**src/rtl/alu_exec_ctrl_if.sv**
```systemverilog
// Instruction handshake and ALU operand/result bus shared by the issuer and the execution controller.
// The master modport issues instructions and computes ALU results; the slave modport is the controller.
interface alu_exec_ctrl_if #(
  parameter int WIDTH = 8
);
  logic             in_valid;
  logic             in_ready;
  logic [2:0]       op;
  logic [1:0]       rd;
  logic [1:0]       rs1;
  logic [1:0]       rs2;
  logic [WIDTH-1:0] imm;
  logic [WIDTH-1:0] alu_a;
  logic [WIDTH-1:0] alu_b;
  logic [1:0]       alu_s;
  logic             alu_cin;
  logic [WIDTH-1:0] alu_out;
  logic             alu_cout;
  logic             alu_neg;
  logic             alu_ovf;

  modport master (
    output in_valid, op, rd, rs1, rs2, imm,
    input  in_ready,
    input  alu_a, alu_b, alu_s, alu_cin,
    output alu_out, alu_cout, alu_neg, alu_ovf
  );

  modport slave (
    input  in_valid, op, rd, rs1, rs2, imm,
    output in_ready,
    output alu_a, alu_b, alu_s, alu_cin,
    input  alu_out, alu_cout, alu_neg, alu_ovf
  );
endinterface

```
**src/rtl/alu_exec_ctrl.sv**
```systemverilog
// Three-cycle execution controller: accepts one instruction, drives an external ALU,
// then writes the result back to a 4-entry register file and updates status flags.
module alu_exec_ctrl #(
  parameter int WIDTH = 8,
  parameter int NREGS = 4
) (
  input  logic             clk,
  input  logic             rst_n,
  alu_exec_ctrl_if.slave   bus,
  output logic             o_flag_c,
  output logic             o_flag_n,
  output logic             o_flag_z,
  output logic             o_flag_v,
  output logic             o_done,
  input  logic [1:0]       i_dbg_addr,
  output logic [WIDTH-1:0] o_dbg_data
);

  localparam logic [2:0] OP_ADD = 3'b000;
  localparam logic [2:0] OP_SUB = 3'b001;
  localparam logic [2:0] OP_ADC = 3'b010;
  localparam logic [2:0] OP_SBC = 3'b011;
  localparam logic [2:0] OP_INC = 3'b100;
  localparam logic [2:0] OP_MOV = 3'b101;
  localparam logic [2:0] OP_LDI = 3'b110;

  typedef enum logic [1:0] {IDLE, EXEC, WB} state_t;

  state_t           r_state;
  state_t           w_nextState;
  logic             w_inReady;
  logic             w_done;
  logic             w_accept;
  logic [1:0]       w_sel;
  logic             w_cin;
  logic             w_aluZero;

  logic [WIDTH-1:0] r_regs [NREGS];
  logic [2:0]       r_op;
  logic [1:0]       r_rd;
  logic [WIDTH-1:0] r_imm;
  logic [WIDTH-1:0] r_aluA;
  logic [WIDTH-1:0] r_aluB;
  logic [1:0]       r_aluS;
  logic             r_aluCin;
  logic             r_flagC;
  logic             r_flagN;
  logic             r_flagZ;
  logic             r_flagV;

  always_ff @(posedge clk or negedge rst_n) begin
    if (!rst_n) r_state <= IDLE;
    else        r_state <= w_nextState;
  end

  always_comb begin
    w_nextState = r_state;
    case (r_state)
      IDLE:    if (bus.in_valid) w_nextState = EXEC;
      EXEC:    w_nextState = WB;
      WB:      w_nextState = IDLE;
      default: w_nextState = IDLE;
    endcase
  end

  always_comb begin
    w_inReady = (r_state == IDLE);
    w_done    = (r_state == WB);
  end

  assign w_accept = bus.in_valid && w_inReady;

  // ADC/SBC take the carry flag as it stands at acceptance, not at execution.
  always_comb begin
    w_sel = 2'b11;
    w_cin = 1'b0;
    case (bus.op)
      OP_ADD:  begin w_sel = 2'b00; w_cin = 1'b0;    end
      OP_SUB:  begin w_sel = 2'b01; w_cin = 1'b1;    end
      OP_ADC:  begin w_sel = 2'b00; w_cin = r_flagC; end
      OP_SBC:  begin w_sel = 2'b01; w_cin = r_flagC; end
      OP_INC:  begin w_sel = 2'b10; w_cin = 1'b1;    end
      default: begin w_sel = 2'b11; w_cin = 1'b0;    end
    endcase
  end

  assign w_aluZero = (bus.alu_out == '0);

  always_ff @(posedge clk or negedge rst_n) begin
    if (!rst_n) begin
      for (int i = 0; i < NREGS; i++) r_regs[i] <= '0;
      r_op     <= '0;
      r_rd     <= '0;
      r_imm    <= '0;
      r_aluA   <= '0;
      r_aluB   <= '0;
      r_aluS   <= 2'b11;
      r_aluCin <= 1'b0;
      r_flagC  <= 1'b0;
      r_flagN  <= 1'b0;
      r_flagZ  <= 1'b0;
      r_flagV  <= 1'b0;
    end else if (w_accept) begin
      r_op     <= bus.op;
      r_rd     <= bus.rd;
      r_imm    <= bus.imm;
      r_aluA   <= r_regs[bus.rs1];
      r_aluB   <= r_regs[bus.rs2];
      r_aluS   <= w_sel;
      r_aluCin <= w_cin;
    end else if (r_state == EXEC) begin
      case (r_op)
        OP_ADD, OP_SUB, OP_ADC, OP_SBC, OP_INC: begin
          r_regs[r_rd] <= bus.alu_out;
          r_flagC      <= bus.alu_cout;
          r_flagN      <= bus.alu_neg;
          r_flagV      <= bus.alu_ovf;
          r_flagZ      <= w_aluZero;
        end
        OP_MOV: begin
          r_regs[r_rd] <= bus.alu_out;
          r_flagN      <= bus.alu_neg;
          r_flagZ      <= w_aluZero;
        end
        OP_LDI: begin
          r_regs[r_rd] <= r_imm;
          r_flagN      <= r_imm[WIDTH-1];
          r_flagZ      <= (r_imm == '0);
        end
        default: ;
      endcase
    end
  end

  assign bus.in_ready = w_inReady;
  assign bus.alu_a    = r_aluA;
  assign bus.alu_b    = r_aluB;
  assign bus.alu_s    = r_aluS;
  assign bus.alu_cin  = r_aluCin;
  assign o_done       = w_done;
  assign o_flag_c     = r_flagC;
  assign o_flag_n     = r_flagN;
  assign o_flag_z     = r_flagZ;
  assign o_flag_v     = r_flagV;
  assign o_dbg_data   = r_regs[i_dbg_addr];

endmodule

```
**src/flat_wrapper.sv**
```systemverilog
// flat-port wrapper written by rule: the top's interface ports become plain ports
module alu_exec_ctrl_flat 
#(
  parameter int WIDTH = 8,
  parameter int NREGS = 4
)
  (clk, rst_n, o_flag_c, o_flag_n, o_flag_z, o_flag_v, o_done, i_dbg_addr, o_dbg_data, bus_in_valid, bus_op, bus_rd, bus_rs1, bus_rs2, bus_imm, bus_in_ready, bus_alu_a, bus_alu_b, bus_alu_s, bus_alu_cin, bus_alu_out, bus_alu_cout, bus_alu_neg, bus_alu_ovf);
  alu_exec_ctrl_if #(.WIDTH(WIDTH)) bus_i ();
  input  logic clk;
  input  logic rst_n;
  output logic o_flag_c;
  output logic o_flag_n;
  output logic o_flag_z;
  output logic o_flag_v;
  output logic o_done;
  input  logic [1:0] i_dbg_addr;
  output logic [WIDTH-1:0] o_dbg_data;
  input wire logic [$bits(bus_i.in_valid)-1:0] bus_in_valid;
  input wire logic [$bits(bus_i.op)-1:0] bus_op;
  input wire logic [$bits(bus_i.rd)-1:0] bus_rd;
  input wire logic [$bits(bus_i.rs1)-1:0] bus_rs1;
  input wire logic [$bits(bus_i.rs2)-1:0] bus_rs2;
  input wire logic [$bits(bus_i.imm)-1:0] bus_imm;
  output wire logic [$bits(bus_i.in_ready)-1:0] bus_in_ready;
  output wire logic [$bits(bus_i.alu_a)-1:0] bus_alu_a;
  output wire logic [$bits(bus_i.alu_b)-1:0] bus_alu_b;
  output wire logic [$bits(bus_i.alu_s)-1:0] bus_alu_s;
  output wire logic [$bits(bus_i.alu_cin)-1:0] bus_alu_cin;
  input wire logic [$bits(bus_i.alu_out)-1:0] bus_alu_out;
  input wire logic [$bits(bus_i.alu_cout)-1:0] bus_alu_cout;
  input wire logic [$bits(bus_i.alu_neg)-1:0] bus_alu_neg;
  input wire logic [$bits(bus_i.alu_ovf)-1:0] bus_alu_ovf;
  assign bus_i.in_valid = bus_in_valid;
  assign bus_i.op = bus_op;
  assign bus_i.rd = bus_rd;
  assign bus_i.rs1 = bus_rs1;
  assign bus_i.rs2 = bus_rs2;
  assign bus_i.imm = bus_imm;
  assign bus_in_ready = bus_i.in_ready;
  assign bus_alu_a = bus_i.alu_a;
  assign bus_alu_b = bus_i.alu_b;
  assign bus_alu_s = bus_i.alu_s;
  assign bus_alu_cin = bus_i.alu_cin;
  assign bus_i.alu_out = bus_alu_out;
  assign bus_i.alu_cout = bus_alu_cout;
  assign bus_i.alu_neg = bus_alu_neg;
  assign bus_i.alu_ovf = bus_alu_ovf;
  alu_exec_ctrl #(.WIDTH(WIDTH), .NREGS(NREGS)) u_core (.clk(clk), .rst_n(rst_n), .bus(bus_i), .o_flag_c(o_flag_c), .o_flag_n(o_flag_n), .o_flag_z(o_flag_z), .o_flag_v(o_flag_v), .o_done(o_done), .i_dbg_addr(i_dbg_addr), .o_dbg_data(o_dbg_data));
endmodule
```
**config.mk**
```make
export PLATFORM = sky130hd
export DESIGN_NAME = alu_exec_ctrl_flat
export DESIGN_NICKNAME = d
export VERILOG_FILES = /design/src/rtl/alu_exec_ctrl_if.sv /design/src/rtl/alu_exec_ctrl.sv /design/src/flat_wrapper.sv
export SDC_FILE = /design/constraint.sdc
export NUM_CORES = 1
export LEC_CHECK = 0
export CAP_MARGIN = 20
export CORE_ASPECT_RATIO = 0.6
export CORE_MARGIN = 1.5
export CORE_UTILIZATION = 52
export CTS_BUF_LIST = sky130_fd_sc_hd__clkbuf_8 sky130_fd_sc_hd__clkbuf_16
export DETAILED_ROUTE_END_ITERATION = 8
export GPL_TIMING_DRIVEN = 0
export HOLD_SLACK_MARGIN = 0.1
export PLACE_DENSITY = 0.78
export SETUP_SLACK_MARGIN = 0.2
export SLEW_MARGIN = 20
export SYNTH_ARGS = -nofsm -noshare
export SYNTH_HDL_FRONTEND = slang
export SYNTH_SLANG_ARGS = --single-unit
```
**constraint.sdc**
```tcl
create_clock -name clk -period 2.1 [get_ports clk]
set_clock_uncertainty 0.1 [all_clocks]
set_input_delay 0.315 -clock clk [delete_from_list [all_inputs] [get_ports clk]]
set_output_delay 0.315 -clock clk [all_outputs]
set_load 0.01 [all_outputs]
```
==> out/qor.log, run 1 <==
[power] worst supply voltage drop on vdd 0.000727 V
[logic_synthesis] portion of netlist area occupied by mux cells 40.9%
[timing] maximum achievable frequency 541 MHz
[routing] WL per Instance 20.5 um
[worst_setup_path] arrival time at the worst endpoint 1.43 ns
[power] Sw Share 28.3%
[logic_synthesis] async set or reset register ratio after synthesis 100%
[placed_design] placed insts 356
[timing] Relative slew margins 59.3%
[worst_setup_path] launching element type of the critical path flop
[final_layout] final std cells w/o fill 388
[placed_design] worst slack at placement -0.0227 ns
[die] number of top-level pins 66
[die] Rows 23
[worst_setup_path] data required time at the worst endpoint 1.68 ns
[status] result of the run complete, no violations
[routing] met3 layer wire length in the routed design 508 um
[logic_synthesis] Post-Synthesis Mean Instance Area 17.0 um^2
[clocking] worst-skew pair later-pin latency 0.34 ns
[routing] met2 wire length 3.63 mm
[final_layout] Total Nets Final 329
[timing] Worst Setup Slack, final 0.251 ns
[die] Die H 67.1 um
[final_layout] highest-count cells in the layout ignoring fill and taps 67 x dfrtp_1, 48 x clkdlybuf4s50_1, 38 x mux2_2
[logic_synthesis] Synth Instances 209
[placed_design] final HPWL from detailed placement 5.46 mm
[timing] transition time at the pin with the least slew margin 0.611 ns
[routing] drt via density 5.75
[power] total power after layout 6.52 mW
[routing] routed via count 2232
[placed_design] placement-stage cell area 4280 um^2
[clocking] number of H-tree levels 3
[logic_synthesis] sequential-to-total area share from yosys stat 49.2%
[routing] antenna-violating nets left 0
[power] share of total power in the clock network 25.9%
[placed_design] number of buffer cells added on primary ports 59
[final_layout] share of final-layout standard cells stronger than drive strength 1 47.8%
[global_route] largest net degree at the start of global routing 43
[logic_synthesis] number of enable-type register cells in the synthesized netlist 0
[timing] max-slew violation count 0
[logic_synthesis] flip-flop and latch count after synthesis 70
[global_route] sum of overflow across all layers after global routing 0
[final_layout] area overhead of the layout relative to synthesis 32.1%
[global_route] vias in the first global route 2292
[worst_setup_path] critical path fanouts, max 4
[routing] number of violations reported at the end of detailed-routing iteration 0 89
[clocking] number of clock sinks 70
[worst_setup_path] r2r startpoint u_core.r_state[0]
[logic_synthesis] Synth Net Count 242
[routing] final wirelength 7.95 mm
[logic_synthesis] Simple-Gate Fraction of Synth Area 5.41%
[final_layout] most common cell after layout, fill and taps aside dfrtp_1
[logic_synthesis] dominant combinational cell family by area after synthesis multiplexers
[timing] unrepaired setup endpoints after global routing false
[power] relative contribution of sequential cells to total power 36.9%
[routing] DRC violation count after routing 0
[routing] detailed-route wire length on metal 1 3.77 mm
[logic_synthesis] fraction of the mapped netlist area in adder cells 0%
[die] die extent in x 110 um
[clocking] number of CTS-inserted buffers 9
[clocking] Max clock buf depth 2
[logic_synthesis] synthesized-area fraction occupied by ao, oa, aoi and oai cells 1.58%
[logic_synthesis] top_reg_cell synth dfrtp_1
[logic_synthesis] Yosys warning count 0
[clocking] CTS clk-pin slew, worst paths 0.06 ns
[logic_synthesis] total standard cell area after synthesis 3560 um^2
[timing] setup violation total in the final timing report 0
[power] combinational group share of total power 37.3%
[logic_synthesis] share of the synthesized netlist area taken by xor and xnor gates 0%
[global_route] global-route wire length before repair 12.6 mm
[placed_design] final weighted congestion in routability-driven placement 0.782
[power] Internal Pwr Total 4.68 mW
[clocking] CTS Root Buffer Type clkbuf_16
[logic_synthesis] distinct cell type count after synthesis 32
[timing] worst hold slack after final layout 0.351 ns
[routing] First-pass DRT Iterations 4
[power] Leak Pwr 2.02 nW
[timing] final period demand of the worst path 1.85 ns
[power] power density over the cells 1390 nW/um^2
[die] Initial Utilization 53.6%
[timing] crit share post-route 88.1%
[worst_setup_path] CP Capture Type output port
[final_layout] total non-filler cell area in the finished layout 4710 um^2
[routing] highest signal layer in the routed design met4
[global_route] global router's overall resource usage 24.4%
[power] Switching Power 1.84 mW
[worst_hold_path] worst min-delay path class input port to async pin
[timing] number of hold violations in the final report 0
[clocking] CTS tree yes
[die] total die area 7370 um^2
[final_layout] number of diodes 0
[timing] setup total negative slack 0 ns
[run] number of violations of the max-capacitance limit 0
[global_route] antenna violations before repair 0
[worst_setup_path] WS Path Type flop to output port
[worst_setup_path] CP startpoint u_core.r_regs[12]
[die] core outline area 6650 um^2
[final_layout] utilization of the core after routing 70.8%
[synthesized netlist by cell type (all sizes together) (2+ instances only)]
cell | count | share of area (%)
nor2 | 2 | 0.21
dfrtp | 68 | 48
nand3b | 2 | 0.42
a21oi | 4 | 0.56
nand4b | 2 | 1.3
mux2i | 2 | 0.56
mux4 | 24 | 15
nand3 | 2 | 0.63
mux2 | 72 | 25
nor4 | 4 | 0.70
dfstp | 2 | 1.5
buf | 12 | 2.8
[area by class of cell]
cell class | instances | area, um^2
Clock inverter | 4 | 68.8
Multi-Input combinational cell | 126 | 1710
Clock buffer | 12 | 267
Buffer | 13 | 103
Sequential cell | 70 | 1760
Tap cell | 87 | 109
Fill cell | 459 | 1940
Timing Repair Buffer | 76 | 697
[state kept, by name, summed over array words and instances (netlist names)]
register            count
u_core.r_op             3
u_core.bus.alu_cin      1
u_core.bus.alu_s        2
u_core.bus.alu_b        8
u_core.r_imm            8
u_core.r_regs          32
u_core.bus.alu_a        8
u_core.r_rd             2
u_core.o_flag_c         1
u_core.o_flag_n         1
u_core.o_flag_v         1
u_core.o_flag_z         1
u_core.r_state          2
[critical path, stage by stage (launching register included)]
cell             delay [ns]
dfrtp_1                0.40
mux4_2                 0.46
clkdlybuf4s15_1        0.24
[power groups by stage]
stage | Combinational (mW) | Clock (mW) | Sequential [mW]
4_1_cts | 2.46 | 1.71 | 2.39
5_1_grt | 2.60 | 1.77 | 2.49
3_3_place_gp | 2.25 | 0 | 2.41
2_1_floorplan | 1.34 | 0 | 2.41
3_5_place_dp | 2.28 | 0 | 2.46
6_report | 2.43 | 1.69 | 2.41
[per-layer routing]
layer / vias up / GRT usage (%)
li1: 991 / -
met4: 0 / 6.49
met2: 75 / 35.0
met3: 6 / 7.24
met5: - / 0
met1: 1160 / 36.0
[worst paths after layout]
kind | endpoint | slack [ns] | depth (start not counted)
setup / recovery | o_dbg_data[4] | 0.25 | 2
hold / removal | u_core.bus.alu_b[5] | 0.35 | 2
setup reg to reg | u_core.bus.alu_a[0] | 0.42 | 5
hold reg to reg | u_core.bus.alu_cin | 0.40 | 1
max in group asynchronous | u_core.r_imm[4] | 0.99 | 3
min in group clk | u_core.bus.alu_cin | 0.40 | 1
[what timing repair did]
item                                    4_1_cts  5_1_grt
endpoints found under the setup margin        9       34
endpoints found under the hold margin        26        0
buffers inserted                             11        4
hold buffers                                  1        0
pin swaps                                     0        1
resized for setup                            19        8
[cell families (layout without fill, tap and decap cells)]
logic type	count (synthesis)	count (layout)
AO/OA/AOI/OAI	9	9
buffers and inverters	13	105
flip-flops	70	70
multiplexers	98	98
AND/OR/NAND/NOR	19	19
(Power assumes the default switching activity.)
==> run 2, diff against run 1 <==
--- a/config.mk
+++ b/config.mk
@@ -15,7 +15,7 @@
 export HOLD_SLACK_MARGIN = 0.1
 export PLACE_DENSITY = 0.78
 export SETUP_SLACK_MARGIN = 0.2
-export SLEW_MARGIN = 20
+export SLEW_MARGIN = 10
 export SYNTH_ARGS = -nofsm -noshare
 export SYNTH_HDL_FRONTEND = slang
 export SYNTH_SLANG_ARGS = --single-unit
==> run 2 against run 1 <==
  * Utilization grew 0.23 points
  * Power grew 0.31%
  * Hold slack got worse by 0.11 ns
  * Clock power shrank 4%
  * Non-clock buffer count grew 2
  * Routed wire length increased by 0.65%
  * Die area stayed put
  * Worst setup slack got worse by 0.028 ns
  * Critical endpoint is now o_dbg_data[2]
  * Largest cell class unchanged
  * Highest routed layer unchanged
==> out/qor.log, run 2 (synthesized netlist as in run 1, its figures left out) <==
[status] result of the run complete, no violations
[die] Die H 67.1 um
[clocking] Max clock buf depth 2
[final_layout] number of diodes 0
[run] number of violations of the max-capacitance limit 0
[final_layout] register name with the most flops u_core.r_regs
[final_layout] fillcell total 437
[routing] WL per Instance 20.5 um
[worst_setup_path] R2R depth 3
[power] power density over the cells 1390 nW/um^2
[global_route] antenna violations before repair 0
[die] core outline area 6650 um^2
[timing] setup violation total in the final timing report 0
[timing] maximum achievable frequency 533 MHz
[clocking] number of H-tree levels 3
[die] die extent in x 110 um
[timing] worst hold slack after final layout 0.243 ns
[placed_design] placed insts 356
[clocking] number of CTS-inserted buffers 9
[global_route] largest net degree at the start of global routing 64
[worst_setup_path] arrival time at the worst endpoint 1.46 ns
[power] Leak Pwr 2.03 nW
[final_layout] final std cells w/o fill 390
[timing] crit share post-route 89.4%
[routing] drt via density 5.64
[worst_setup_path] WS Path Type input port to output port
[die] number of top-level pins 66
[timing] unrepaired setup endpoints after global routing false
[timing] transition time at the pin with the least slew margin 0.650 ns
[routing] routed via count 2199
[power] worst supply voltage drop on vdd 0.000701 V
[clocking] CTS tree yes
[placed_design] final weighted congestion in routability-driven placement 0.782
[final_layout] flip-flop count of the largest register after layout 32
[clocking] worst-skew pair later-pin latency 0.34 ns
[clocking] CTS clk-pin slew, worst paths 0.05 ns
[routing] final wirelength 8.00 mm
[routing] First-pass DRT Iterations 4
[die] total die area 7370 um^2
[placed_design] number of buffer cells added on primary ports 59
[final_layout] area overhead of the layout relative to synthesis 32.5%
[timing] setup total negative slack 0 ns
[timing] number of hold violations in the final report 0
[global_route] vias in the first global route 2258
[routing] DRC violation count after routing 0
[worst_hold_path] worst min-delay path class input port to async pin
[worst_setup_path] critical path fanouts, max 8
[timing] final period demand of the worst path 1.88 ns
[timing] max-slew violation count 0
[worst_setup_path] CP Capture Type output port
[final_layout] Total Nets Final 331
[worst_setup_path] launching element type of the critical path input port
[global_route] global router's overall resource usage 24.5%
[final_layout] most common cell after layout, fill and taps aside dfrtp_1
[clocking] CTS Root Buffer Type clkbuf_16
[timing] Relative slew margins 56.6%
[global_route] global-route wire length before repair 12.6 mm
[final_layout] share of final-layout standard cells stronger than drive strength 1 47.5%
[die] Rows 23
[final_layout] highest-count cells in the layout ignoring fill and taps 67 x dfrtp_1, 48 x clkdlybuf4s50_1, 38 x mux2_2
[routing] antenna-violating nets left 0
[die] Initial Utilization 53.6%
[worst_setup_path] data required time at the worst endpoint 1.68 ns
[clocking] number of clock sinks 70
[routing] number of violations reported at the end of detailed-routing iteration 0 85
[placed_design] final HPWL from detailed placement 5.33 mm
[global_route] sum of overflow across all layers after global routing 0
[run 2: metrics by stage]
| step | total power, mW | worst slack [ns] | utilization [%] | instance area, um^2 |
|---|---|---|---|---|
| after CTS | 6.55 | 0.188 | 71.0 | 4720 |
| after global placement | 4.65 | -1.76 | 64.1 | 4260 |
| after floorplan | 3.75 | 0.546 | - | 3560 |
| after detailed placement | 4.74 | -0.0165 | 64.5 | 4290 |
| after global routing | 6.87 | 0.200 | 71.0 | 4720 |
| final | 6.54 | 0.222 | 71.0 | 4720 |
[run 2: metal layers]
metal	GRT usage, %	vias up	wire length, um
li1	-	1002	-
met1	35.9	1118	3800
met2	35.3	76	3570
met3	8.51	3	594
met4	5.36	0	36
met5	0	-	0
[run 2: report_power, final]
| part | internal, mW | total, mW | leakage, nW | switching, mW |
|---|---|---|---|---|
| sequential | 1.94 | 2.38 | 0.837 | 0.438 |
| combinational | 1.68 | 2.54 | 1.03 | 0.865 |
| clock | 1.06 | 1.62 | 0.165 | 0.561 |
| total | 4.68 | 6.54 | 2.03 | 1.86 |
[run 2: final cells by class]
type / count / area [um^2] / area share, %
clock inverters: 6 / 77.6 / 1.64
well taps: 87 / 109 / 2.31
clock buffers: 10 / 239 / 5.06
repair buffers: 78 / 731 / 15.5
plain buffers: 13 / 103 / 2.17
flip-flops and latches: 70 / 1760 / 37.2
multi-input cells: 126 / 1710 / 36.2
[run 2: worst paths after layout]
kind / startpoint / end / slack [ns]
worst max-delay path: i_dbg_addr[1] / o_dbg_data[2] / 0.22
min in group clk: u_core.bus.alu_cin / u_core.bus.alu_cin / 0.40
worst max register to register: u_core.r_state[1] / u_core.bus.alu_a[7] / 0.28
worst min register to register: u_core.bus.alu_cin / u_core.bus.alu_cin / 0.40
worst min-delay path: rst_n / u_core.bus.alu_a[5] / 0.24
max in group asynchronous: rst_n / u_core.bus.alu_s[1] / 1.09
[run 2: worst max-delay path: stages]
cell and delay [ns]:
buf_1 0.48, mux4_2 0.42, clkdlybuf4s15_2 0.24
[run 2: timing repair]
| item | in CTS | in global routing |
|---|---|---|
| buffers inserted | 14 | 3 |
| hold buffers | 1 | 0 |
| resized for setup | 19 | 7 |
| endpoints found under the setup margin | 9 | 7 |
| hold endpoints to repair | 68 | 0 |
